### config.mk
export PLATFORM = sky130hd
export DESIGN_NAME = ncs_sample_tx
export DESIGN_NICKNAME = d
export VERILOG_FILES = /design/src/rtl/ncs_pkg.sv /design/src/rtl/ncs_pair_fifo.sv /design/src/rtl/ncs_sample_tx.sv
export SDC_FILE = /design/constraint.sdc
export NUM_CORES = 1
export LEC_CHECK = 0
export BUFFER_PORTS_ARGS = -buffer_cell sky130_fd_sc_hd__buf_4
export CAP_MARGIN = 30
export CORE_MARGIN = 3
export CORE_UTILIZATION = 60
export CTS_CLUSTER_DIAMETER = 150
export DETAILED_ROUTE_END_ITERATION = 10
export PLACE_DENSITY = 0.77
export SYNTH_ARGS = -nofsm -noshare
export SYNTH_HDL_FRONTEND = slang
export SYNTH_SLANG_ARGS = --single-unit
### constraint.sdc
create_clock -name clk -period 3 [get_ports clk]
set_clock_uncertainty 0.1 [all_clocks]
set_input_delay 0 -clock clk [delete_from_list [all_inputs] [get_ports clk]]
set_output_delay 0 -clock clk [all_outputs]
set_load 0.05 [all_outputs]
### src/rtl/ncs_pkg.sv
// Shared types for the noise-cancellation sample path: slot width, transmitter
// state encoding and the {iir, lms} sample pair carried through the output FIFO.
package ncs_pkg;

    localparam int NCS_DATA_W = 16;

    typedef enum logic [1:0] {
        IDLE    = 2'd0,
        SHIFT_L = 2'd1,
        SHIFT_R = 2'd2
    } tx_state_t;

    typedef struct packed {
        logic [NCS_DATA_W-1:0] iir;
        logic [NCS_DATA_W-1:0] lms;
    } pair_t;

endpackage

### src/rtl/ncs_pair_fifo.sv
// Two-entry synchronous FIFO with registered occupancy; read data is the head entry.
// Zero-latency read of the head; push is ignored when full and pop ignored when empty.
module ncs_pair_fifo #(
    parameter int W = 32
) (
    input  logic         clk,
    input  logic         rst,
    input  logic         push,
    input  logic [W-1:0] push_dat,
    input  logic         pop,
    output logic [W-1:0] pop_dat,
    output logic [1:0]   count
);

    logic [W-1:0] mem [2];
    logic         wr_ptr;
    logic         rd_ptr;
    logic         push_ok;
    logic         pop_ok;

    assign push_ok = push && (count != 2'd2);
    assign pop_ok  = pop  && (count != 2'd0);
    assign pop_dat = mem[rd_ptr];

    always_ff @(posedge clk or negedge rst) begin
        if (!rst) begin
            wr_ptr <= 1'b0;
            rd_ptr <= 1'b0;
            count  <= 2'd0;
            mem[0] <= '0;
            mem[1] <= '0;
        end else begin
            if (push_ok) begin
                mem[wr_ptr] <= push_dat;
                wr_ptr      <= ~wr_ptr;
            end
            if (pop_ok) begin
                rd_ptr <= ~rd_ptr;
            end
            case ({push_ok, pop_ok})
                2'b10:   count <= count + 2'd1;
                2'b01:   count <= count - 2'd1;
                default: count <= count;
            endcase
        end
    end

endmodule

### src/rtl/ncs_sample_tx.sv
// Serialises buffered {iir, lms} pairs MSB-first onto an sclk/lrclk/sdata frame.
// First bit one clk after a push into an idle empty FIFO; in_ready drops when the FIFO holds two pairs.
module ncs_sample_tx
    import ncs_pkg::*;
#(
    parameter int DATA_W  = NCS_DATA_W,
    parameter int CLK_DIV = 2
) (
    input  logic              clk,
    input  logic              rst,
    input  logic              in_valid,
    output logic              in_ready,
    input  logic [DATA_W-1:0] iir_data,
    input  logic [DATA_W-1:0] lms_data,
    output logic              sclk,
    output logic              lrclk,
    output logic              sdata,
    output logic              busy,
    output logic              tx_done
);

    localparam int FRAME_W = 2 * DATA_W;
    localparam int BIT_W   = $clog2(FRAME_W);
    localparam int DIV_W   = $clog2(CLK_DIV) + 1;

    tx_state_t          state;
    tx_state_t          state_nxt;
    logic [DIV_W-1:0]   div_q;
    logic [BIT_W-1:0]   bit_q;
    logic [FRAME_W-1:0] shreg;
    logic               ready_en;
    logic               tx_done_q;

    logic [FRAME_W-1:0] fifo_dat;
    logic [1:0]         fifo_count;
    logic               fifo_empty;
    logic               push;
    logic               pop;
    logic               bit_end;
    logic               left_end;
    logic               frame_end;

    // ready_en keeps in_ready low until the first clk edge after reset release
    assign in_ready   = ready_en && (fifo_count != 2'd2);
    assign push       = in_valid && in_ready;
    assign fifo_empty = (fifo_count == 2'd0);

    assign bit_end   = (state != IDLE) && (div_q == DIV_W'(2 * CLK_DIV - 1));
    assign left_end  = bit_end && (bit_q == BIT_W'(DATA_W - 1));
    assign frame_end = bit_end && (bit_q == BIT_W'(FRAME_W - 1));
    assign pop       = !fifo_empty && ((state == IDLE) || frame_end);

    ncs_pair_fifo #(
        .W (FRAME_W)
    ) u_fifo (
        .clk      (clk),
        .rst      (rst),
        .push     (push),
        .push_dat ({iir_data, lms_data}),
        .pop      (pop),
        .pop_dat  (fifo_dat),
        .count    (fifo_count)
    );

    always_ff @(posedge clk or negedge rst) begin
        if (!rst) begin
            state <= IDLE;
        end else begin
            state <= state_nxt;
        end
    end

    always_comb begin
        state_nxt = state;
        case (state)
            IDLE: begin
                if (!fifo_empty) state_nxt = SHIFT_L;
            end
            SHIFT_L: begin
                if (left_end) state_nxt = SHIFT_R;
            end
            SHIFT_R: begin
                if (frame_end) state_nxt = fifo_empty ? IDLE : SHIFT_L;
            end
            default: state_nxt = IDLE;
        endcase
    end

    always_comb begin
        sclk  = 1'b0;
        lrclk = 1'b0;
        sdata = 1'b0;
        busy  = 1'b0;
        case (state)
            SHIFT_L: begin
                busy  = 1'b1;
                sclk  = (div_q >= DIV_W'(CLK_DIV));
                sdata = shreg[FRAME_W-1];
            end
            SHIFT_R: begin
                busy  = 1'b1;
                lrclk = 1'b1;
                sclk  = (div_q >= DIV_W'(CLK_DIV));
                sdata = shreg[FRAME_W-1];
            end
            default: begin
                busy = 1'b0;
            end
        endcase
    end

    // a pop always restarts the bit timing, so frames chain with no gap bits
    always_ff @(posedge clk or negedge rst) begin
        if (!rst) begin
            div_q <= '0;
            bit_q <= '0;
            shreg <= '0;
        end else if (pop) begin
            div_q <= '0;
            bit_q <= '0;
            shreg <= fifo_dat;
        end else if (state != IDLE) begin
            if (bit_end) begin
                div_q <= '0;
                bit_q <= bit_q + BIT_W'(1);
                shreg <= {shreg[FRAME_W-2:0], 1'b0};
            end else begin
                div_q <= div_q + DIV_W'(1);
            end
        end else begin
            div_q <= '0;
            bit_q <= '0;
        end
    end

    always_ff @(posedge clk or negedge rst) begin
        if (!rst) begin
            tx_done_q <= 1'b0;
            ready_en  <= 1'b0;
        end else begin
            tx_done_q <= frame_end;
            ready_en  <= 1'b1;
        end
    end

    assign tx_done = tx_done_q;

endmodule

# Word level (Yosys, flattened, before mapping)

Index checks and enable logic that the tools add are counted.

Register bits after elaboration: 111
Bits of input ports: 35
Output and inout bits: 6
Logic and storage cells: 81

Add/sub/neg operators: 4
Magnitude comparators: 4
Equality and inequality tests: 12
Muxes and demuxes: 25
Bitwise logic cells: 4
Reduce and logical (&&, ||, !) cells: 21

Operators with widths:

| kind                                                | number |
|---|---|
| 2-to-1 mux 32 bit                                   | 7 |
| bitwise mux 64 bit                                  | 1 |
| demux 32 bit (select 1 bit)                         | 1 |
| 2-to-1 mux 5 bit                                    | 3 |
| 2-to-1 mux 2 bit                                    | 6 |
| nonzero test 2 bit                                  | 5 |
| logical AND 1 bit                                   | 9 |
| != test 2 bit (second input constant)               | 4 |
| == test 2 bit (second input constant)               | 3 |
| >= comparator 2 bit (second input constant)         | 3 |
| one-hot mux 2 bit (3 select lines)                  | 1 |
| adder 5 x 1 -> 5 bit (second input constant)        | 1 |
| == test 5 x 4 -> 1 bit (second input constant)      | 1 |
| == test 5 bit (second input constant)               | 1 |
| 2-to-1 mux 1 bit                                    | 5 |
| adder 2 x 1 -> 2 bit (second input constant)        | 2 |
| == test 2 x 1 -> 1 bit (second input constant)      | 2 |
| zero test 2 bit                                     | 2 |
| NOT 1 -> 2 bit                                      | 2 |
| one-hot mux 2 bit (2 select lines)                  | 1 |
| != test 3 x 2 -> 1 bit (second input constant)      | 1 |
| AND reduction 3 bit                                 | 1 |
| < comparator 2 x 1 -> 1 bit (second input constant) | 1 |
| NOT 1 bit                                           | 2 |
| other kinds (5)                                     | 5 |

# Longest topological paths before layout

Gate-level depths: netlist of the first run.

Depth after elaboration: 8
Mapped depth: 11
Mapped depth without buffers: 10

# Hierarchy

Synthesis of the first run repeated with hierarchy kept, for this count alone.

Cells, all modules: 436
Area total of the unflattened synthesis: 5407.7 sq um

By module, submodules not included:

| module        | times used | cells each | area an instance (sq um) | sequential area each (sq um) |
|---|---|---|---|---|
| ncs_pair_fifo | 1          | 188        | 3274.4                   | 1701.6 |
| ncs_sample_tx | 1          | 248        | 2133.3                   | 1076.0 |

# Worst setup path after synthesis of the first run

OpenSTA, ideal clock, no wires.

Path type: register to register
From: reg bit_q[0]
To: reg u_fifo.count[1]
Setup time: 0.080 ns
Arrival: 2.079 ns
Data required time: 2.820 ns
Slack: 0.741 ns
Cell stages (with the launch flop): 11
Path buffers: 1
Clock period less this slack: 2.259 ns
Cell sequence: dfrtp_1 ha_1 and3_1 ha_1 a21o_1 nand2_2 inv_1 buf_2 ha_1 nor2_1 xnor2_1

Longest elaborated chain between the ends: 7
Elaborated cells between the ends (all ways): 9
Classes of those cells: 3 x eq/ne; 1 x mux; 5 x reduce/logical

Ends and longest elaborated chain:

| element                                                                  | line                 | text |
|---|---|---|
| start, declared                                                          | ncs_sample_tx.sv:29  | `logic [BIT_W-1:0] bit_q;` |
| start signal, assigned                                                   | ncs_sample_tx.sv:125 | `bit_q <= bit_q + BIT_W'(1);` |
| == test 5 bit (*)                                                        | ncs_sample_tx.sv:50  | `assign frame_end = bit_end && (bit_q == BIT_W'(FRAME_W - 1));` |
| logical AND 1 bit (*)                                                    | ncs_sample_tx.sv:50  |  |
| logical OR 1 bit (*)                                                     | ncs_sample_tx.sv:51  | `assign pop = !fifo_empty && ((state == IDLE) \|\| frame_end);` |
| logical AND 1 bit (*)                                                    | ncs_sample_tx.sv:51  |  |
| logical AND 1 bit (*)                                                    | ncs_pair_fifo.sv:22  | `assign pop_ok = pop && (count != 2'd0);` |
| net u_fifo.pop_ok                                                        | ncs_pair_fifo.sv:19  | `logic pop_ok;` |
| == test 2 x 1 -> 1 bit or == test 2 bit (tied branches)                  | ncs_pair_fifo.sv:40  | `case ({push_ok, pop_ok})` |
| one-hot mux 2 bit (2 select lines) or nonzero test 2 bit (tied branches) | n/a                  |  |
| end signal, assigned                                                     | ncs_pair_fifo.sv:41  | `2'b10: count <= count + 2'd1;` |
| end signal, assigned                                                     | ncs_pair_fifo.sv:42  | `2'b01: count <= count - 2'd1;` |
| end signal, assigned                                                     | ncs_pair_fifo.sv:43  | `default: count <= count;` |
| end, declared                                                            | ncs_pair_fifo.sv:12  | `output logic [1:0] count` |

The timed path passes the listed nets; every way through them passes the cells marked *.
A chain may end at the register's enable or synchronous reset.

# Worst setup path in the final report of the first run

From: reg bit_q[0]
To: reg shreg[18]

Longest elaborated chain between the ends: 6
Elaborated cells between the ends (all ways): 8
Classes of those cells: 1 x eq/ne; 1 x mux; 6 x reduce/logical

Ends and longest elaborated chain:

| element                              | line                 | text |
|---|---|---|
| == test 5 bit (*)                    | ncs_sample_tx.sv:50  |  |
| logical AND 1 bit (*)                | ncs_sample_tx.sv:50  |  |
| logical OR 1 bit (*)                 | ncs_sample_tx.sv:51  |  |
| logical AND 1 bit (*)                | ncs_sample_tx.sv:51  |  |
| nonzero test 2 bit (no source line)  | n/a                  |  |
| AND reduction 2 bit (no source line) | n/a                  |  |
| end signal, assigned                 | ncs_sample_tx.sv:121 | `shreg <= fifo_dat;` |
| end signal, assigned                 | ncs_sample_tx.sv:126 | `shreg <= {shreg[FRAME_W-2:0], 1'b0};` |
| end, declared                        | ncs_sample_tx.sv:30  | `logic [FRAME_W-1:0] shreg;` |

Mark *: on every way between the ends. The rest lies on a longest branch, timed or not.

==> flow_summary.toml, run 1 <==
[worst_setup_path]
crit_required_ns = 3.16
r2r_slack_ns = 0.49
cp-startpoint = "bit_q[0]$_DFFE_PN0P_"
cp-start-kind = "flip-flop"
arrival_ns = 2.67
r2r_start = "bit_q[0]$_DFFE_PN0P_"
critPathMaxFanout = 19
critPathKind = "flip-flop to flip-flop"
cp-end-kind = "flip-flop"

[pwr]
p_clk_share_pct = 23.6
p_int_mw = 3.114
seqPwrFrac_pct = 53.3
leakagePower_nw = 2.702
switching_share_pct = 24.90
power.switching_mw = 1.033
cellPowerDensity_nw_per_um2 = 680.8
comb_power_share_pct = 23.1
irDropWorstVdd_mv = 0.4650

[logic_synthesis]
ys_ff_latch = 111
postSynthCellCount = 432
synthFlopType = "dfrtp_1"
syn_avg_cell_area_um2 = 12.01
seq_area_frac_synth_pct = 53.53
syn_nets = 477
synth_area_leaders = "dfrtp_1 54%, mux2_4 8.4%, mux2_2 7.8%"
ys_warn_count = 0
yosys.area.top_type = "dfrtp_1"
syn-cell-area_um2 = 5189
synth_top_area_share_pct = 53.53
synth-edff-count = 0
async_flop_share_pct = 100.0
ys_types = 36

[worst_hold_path]
min-delay-path-class = "input port to asynchronous set/reset pin"

[timing]
rsz0062_at_grt = "false"
max_slew_margin_pct = 47.05
holdWs_ns = 0.1598
finalCriticalPeriod_ns = 2.511
timing.final.hold_violations = 0
clock.fmax_mhz = 398.2
tns_ns = 0
post-route-period-util_pct = 83.71
setup_viol = 0
worstMarginPinSlew_ns = 0.7943
finalMaxSlewViolations = 0

[routing]
drc = 0
wl_per_cell_um = 15.49
drtIter0Drc = 173
ant_nets = 0
dr.pass1.iters = 5
avgViaCountPerCell = 5.572
routed_wl_um = 9341
vias = 3360

[clocking]
cts_buffer_depth = 2
clkSinkCount = 111
path_clk_slew_ns = 0.10
clk-insertion-delay-late_ns = 0.36
numCtsBuffers = 9
cts_tree = "yes"
htree_levels = 3
cts-root-buf = "clkbuf_8"

[grt]
grt_max_degree = 65
antenna_found_initial = 0
grt_pass1_wl_um = 16120
grt-ovfl-total = 0
grt_pass1_vias = 3418
gr-usage-all-layers_pct = 20.11

[final_layout]
insertedDiodeCount = 0
fin_nets = 539
drive_above_1_share_pct = 26.71
syn_to_final_growth_pct = 17.39

[die]
rows = 33
io_pins = 41
dieArea_um2 = 9800
fp.dieH_um = 99.00
initial_core_util_pct = 62.52
die_w_um = 99.00
coreArea_um2 = 8299

[flow_run]
cap_violations = 0

[placed_design]
hpwl_um = 5791
place.gp.congestion = 0.7487
portBuffers = 40

[outcome]
status = "complete, no violations"
## logic make-up after synthesis
kind of cell / synth area share, %
buffers and inverters: 4.292
muxes: 16.40
DFF: 53.53
xor gates and xnor gates: 0.6751
and+or+nand+nor: 11.00
AOI/OAI and AO/OA: 11.62
other: 0.07227
adders and majority gates: 2.411
## sequential cells by signal, indices dropped and copies added (netlist names)
register       flops
u_fifo.rd_ptr      1
u_fifo.count       2
u_fifo.mem        64
ready_en           1
shreg             32
tx_done            1
u_fifo.wr_ptr      1
bit_q              5
state              2
div_q              2
## power by group through the flow
stage | clock network, mW | registers, mW | logic (mW)
global placement | 0 | 2.22 | 0.896
CTS | 1.00 | 2.21 | 0.971
global route | 1.05 | 2.27 | 1.04
finish | 0.979 | 2.21 | 0.959
floorplan | 0 | 2.14 | 0.807
detailed placement | 0 | 2.23 | 0.931
## Yosys cell counts (6+ instances only)
master	n
dfrtp_1	111
nor2_1	37
mux2_2	36
nand2_1	35
a211oi_1	32
nor2b_1	31
o31ai_1	31
mux2_4	29
buf_2	16
ha_1	10
buf_4	8
a21oi_1	6
inv_1	6
## final cells by class
type	instances	area, µm²
Multi-Input combinational cell	283	2200
Inverter	8	30.03
Sequential cell	111	2779
Tap cell	105	131.4
Clock buffer	11	141.4
Timing Repair Buffer	81	730.7
Fill cell	539	2208
Clock inverter	4	78.83
## critical path, stage by stage, from the launching register on
cell and delay [ns]:
dfrtp_1 0.42, ha_1 0.24, and3_1 0.21, ha_1 0.23, a21o_1 0.20, nand2_2 0.28
buf_4 0.33, a211oi_1 0.09, o31ai_1 0.30
## final timing paths
| check | end | cells after the start |
|---|---|---|
| worst max-delay path | shreg[18]$_DFFE_PN0P_ | 8 |
| min in group clk | u_fifo.mem[29]$_DFFE_PN0P_ | 3 |
| worst max register to register | shreg[18]$_DFFE_PN0P_ | 8 |
| worst min-delay path | state[1]$_DFFE_PN0P_ | 2 |
| max in group asynchronous | shreg[14]$_DFFE_PN0P_ | 3 |
| worst min register to register | shreg[11]$_DFFE_PN0P_ | 2 |
## what timing repair did
action / in CTS / in global routing
setup buffers: 0 / 0
endpoints found under the hold margin: 127 / 0
hold buffers: 34 / 0
resized for setup: 0 / 0
## cells in the final DEF (no fill, tap or decap), drive strengths merged
cell / instances
a211oi: 32
a21o: 1
a21oi: 6
a22oi: 1
and2: 1
and3: 2
buf: 47
bufinv: 2
clkbuf: 11
clkinvlp: 1
conb: 1
dfrtp: 111
dlygate4sd3: 34
ha: 10
inv: 9
mux2: 65
mux2i: 1
nand2: 36
nand2b: 1
nand3: 1
nand3b: 3
nor2: 37
nor2b: 31
nor3: 4
nor3b: 2
o211ai: 1
o21a: 3
o21ai: 5
o21bai: 1
o2bb2ai: 1
o31ai: 31
or2: 2
xnor2: 4
## per-stage QoR
stage	cells	area, µm²	util (%)	total power [mW]	setup slack (ns)
finish	603	6091	73.39	4.147	0.4888
global route	603	6091	73.39	4.354	0.3056
CTS	603	6091	73.39	4.179	0.4844
detailed placement	554	5530	66.64	3.163	0.5201
global placement	554	5530	66.64	3.115	0.6413
floorplan	432	5189	-	2.945	0.7406
## per-layer routing
metal	GRT usage [%]	vias to the layer above	wire, µm
met5	0	-	0
met4	3.992	0	76
met3	4.459	8	238
met2	33.52	39	4660
met1	27.42	1673	4365
li1	-	1640	-
No activity file was read; power rests on OpenSTA's default activity.
==> inputs of run 2 (changes only) <==
Settings changed: ABC_AREA from default to 1, CORE_UTILIZATION 60 to 54, PLACE_DENSITY 0.77 to 0.73.
Clock period 3 ns to 2.1 ns, I/O delays scaled along.
==> flow_summary.toml, run 2 <==
[routing]
wl_per_cell_um = 12.75
avgViaCountPerCell = 5.060
drc = 0
vias = 4620
ant_nets = 0
drtIter0Drc = 260
routed_wl_um = 11640
dr.pass1.iters = 5

[logic_synthesis]
synth_top_area_share_pct = 49.30
seq_area_frac_synth_pct = 49.30
ys_warn_count = 0
syn_nets = 756
async_flop_share_pct = 100.0
yosysMostFrequentCell = "nand2_1"
ys_types = 27
yosys.area.top_type = "dfrtp_1"
synthTopCellsByCount = "245 x nand2_1, 111 x dfrtp_1, 107 x inv_1"
postSynthCellCount = 711
synthFlopType = "dfrtp_1"
synth_area_leaders = "dfrtp_1 49%, nand2_1 16%, inv_1 7.1%"
syn_avg_cell_area_um2 = 7.924
ys_ff_latch = 111
synth-edff-count = 0
syn-cell-area_um2 = 5634

[timing]
tns_ns = 0
setup_viol = 0
timing.final.hold_violations = 0
clock.fmax_mhz = 501.6
worstMarginPinSlew_ns = 0.5078
max_slew_margin_pct = 66.14
finalMaxSlewViolations = 0
finalCriticalPeriod_ns = 1.994
post-route-period-util_pct = 94.94

[worst_hold_path]
min-delay-path-class = "input port to asynchronous set/reset pin"

[worst_setup_path]
critPathKind = "flip-flop to flip-flop"
arrival_ns = 2.15
crit_required_ns = 2.26
cp-start-kind = "flip-flop"
critPathMaxFanout = 3
cp-end-kind = "flip-flop"

[final_layout]
final_common_cell = "nand2_1"
layout_common_cells = "244 x nand2_1, 111 x dfrtp_1, 107 x inv_1"
syn_to_final_growth_pct = 17.26
fin_nets = 821
largest_register_ffs = 64
drive_above_1_share_pct = 13.97
stdcell_area_um2 = 6606
utilization_pct = 66.37
biggestRegsByFlops = "u_fifo.mem (64), shreg (32), bit_q (5)"
insertedDiodeCount = 0
top_register = "u_fifo.mem"

[die]
rows = 36
io_pins = 41
dieArea_um2 = 11700
initial_core_util_pct = 56.60
fp.dieH_um = 108.1
die_w_um = 108.1
coreArea_um2 = 9955

[pwr]
p_total_mw = 9.691
leakagePower_nw = 3.579
irDropWorstVdd_mv = 0.6543
cellPowerDensity_nw_per_um2 = 1467

[clocking]
numCtsBuffers = 9
cts-root-buf = "clkbuf_8"
clkSinkCount = 111
path_clk_slew_ns = 0.10
clk-insertion-delay-late_ns = 0.37
cts_setup_buffers = 0
htree_levels = 3
cts_buffer_depth = 2
cts_tree = "yes"

[placed_design]
portBuffers = 40
dpl-instance-area_um2 = 6082
hpwl_um = 7348
place.gp.congestion = 0.8029

[grt]
antenna_found_initial = 0
grt_pass1_vias = 4402
grt_pass1_wl_um = 20070
gr-usage-all-layers_pct = 21.47
grt_max_degree = 66
grt-ovfl-total = 0

[outcome]
status = "complete, no violations"

[flow_run]
cap_violations = 0
==> run 2: cell count changes after synthesis, moves of 24 or more <==
cell | before | now
nor2b_1 | 31 | 0
o31ai_1 | 31 | 0
a211oi_1 | 32 | 0
nor2_1 | 37 | 8
o21ai_1 | 1 | 41
mux2_2 | 36 | 0
o21ai_2 | 0 | 24
inv_1 | 6 | 107
nand3_1 | 1 | 69
nand2_1 | 35 | 245
o21bai_1 | 1 | 31
mux2_4 | 29 | 0
==> run 2: timing repair <==
action,in CTS,in global routing
endpoints found under the setup margin,1,33
hold endpoints to repair,177,0
gates resized for setup,0,9
hold buffers,34,0
pin swaps,1,2
==> run 2: power breakdown <==
group / internal (mW) / total, mW / switching [mW] / leakage [nW]
Combinational: 1.87 / 4.92 / 3.04 / 2.11
Sequential: 3.10 / 3.62 / 0.520 / 1.39
Clock: 0.458 / 1.15 / 0.694 / 0.0785
==> run 2: through the flow <==
stage	setup slack [ns]	std cells	hold slack [ns]
after floorplan	0.02054	711	-0.3956
after global placement	0.04636	864	-0.1076
after detailed placement	0.001529	864	-0.09733
after CTS	0.003159	913	0.03762
after global routing	-0.003210	913	0.08391
final	0.1062	913	0.02940
==> run 2: worst paths after layout <==
check                                           from                          end  slack, ns  cells past startpoint
worst max-delay path            bit_q[0]$_DFFE_PN0P_  u_fifo.count[1]$_DFFE_PN0P_       0.11                     10
worst min-delay path                             rst            tx_done$_DFF_PN0_       0.03                      2
worst max register to register  bit_q[0]$_DFFE_PN0P_  u_fifo.count[1]$_DFFE_PN0P_       0.11                     10
worst min register to register    div_q[0]$_DFF_PN0_           div_q[0]$_DFF_PN0_       0.37                      1
max in group asynchronous                        rst   u_fifo.mem[11]$_DFFE_PN0P_       1.18                      3
min in group clk                         iir_data[0]   u_fifo.mem[16]$_DFFE_PN0P_       0.32                      4
==> run 2: final cells by class <==
type | count | area [µm²]
well taps | 133 | 166.4
multi-input cells | 451 | 2248
repair buffers | 93 | 833.3
inverters | 110 | 415.4
clock buffers | 12 | 145.1
flip-flops and latches | 111 | 2778
fillers | 842 | 3348
clock inverters | 3 | 20.02
==> run 2: per-layer routing <==
layer  track usage [%]  share of wire, %  vias to the layer above
met5                 0                 0                        -
met4             8.206               1.6                        0
met3             2.925               3.2                       13
met2             36.41                50                       89
met1             28.14                46                     2195
li1                  -                 -                     2323
==> run 2: logic make-up after synthesis <==
logic type                 Yosys count  synth area share [%]
and+or+nand+nor                    328                 23.72
AOI/OAI and AO/OA                  108                 12.90
xor gates and xnor gates             3                0.4664
muxes                                1                0.1777
buffers and inverters              149                 11.15
DFF                                111                 49.30
adders and majority gates           10                 2.221
other                                1               0.06656
==> run 2: critical path, stage by stage (launching register included) <==
cell	delay (ns)
dfrtp_1	0.41
ha_2	0.20
nand2_2	0.08
nor2_2	0.04
ha_2	0.18
a21oi_2	0.15
nor2_2	0.06
ha_1	0.34
a21oi_2	0.11
o21ai_1	0.08
xnor2_1	0.13
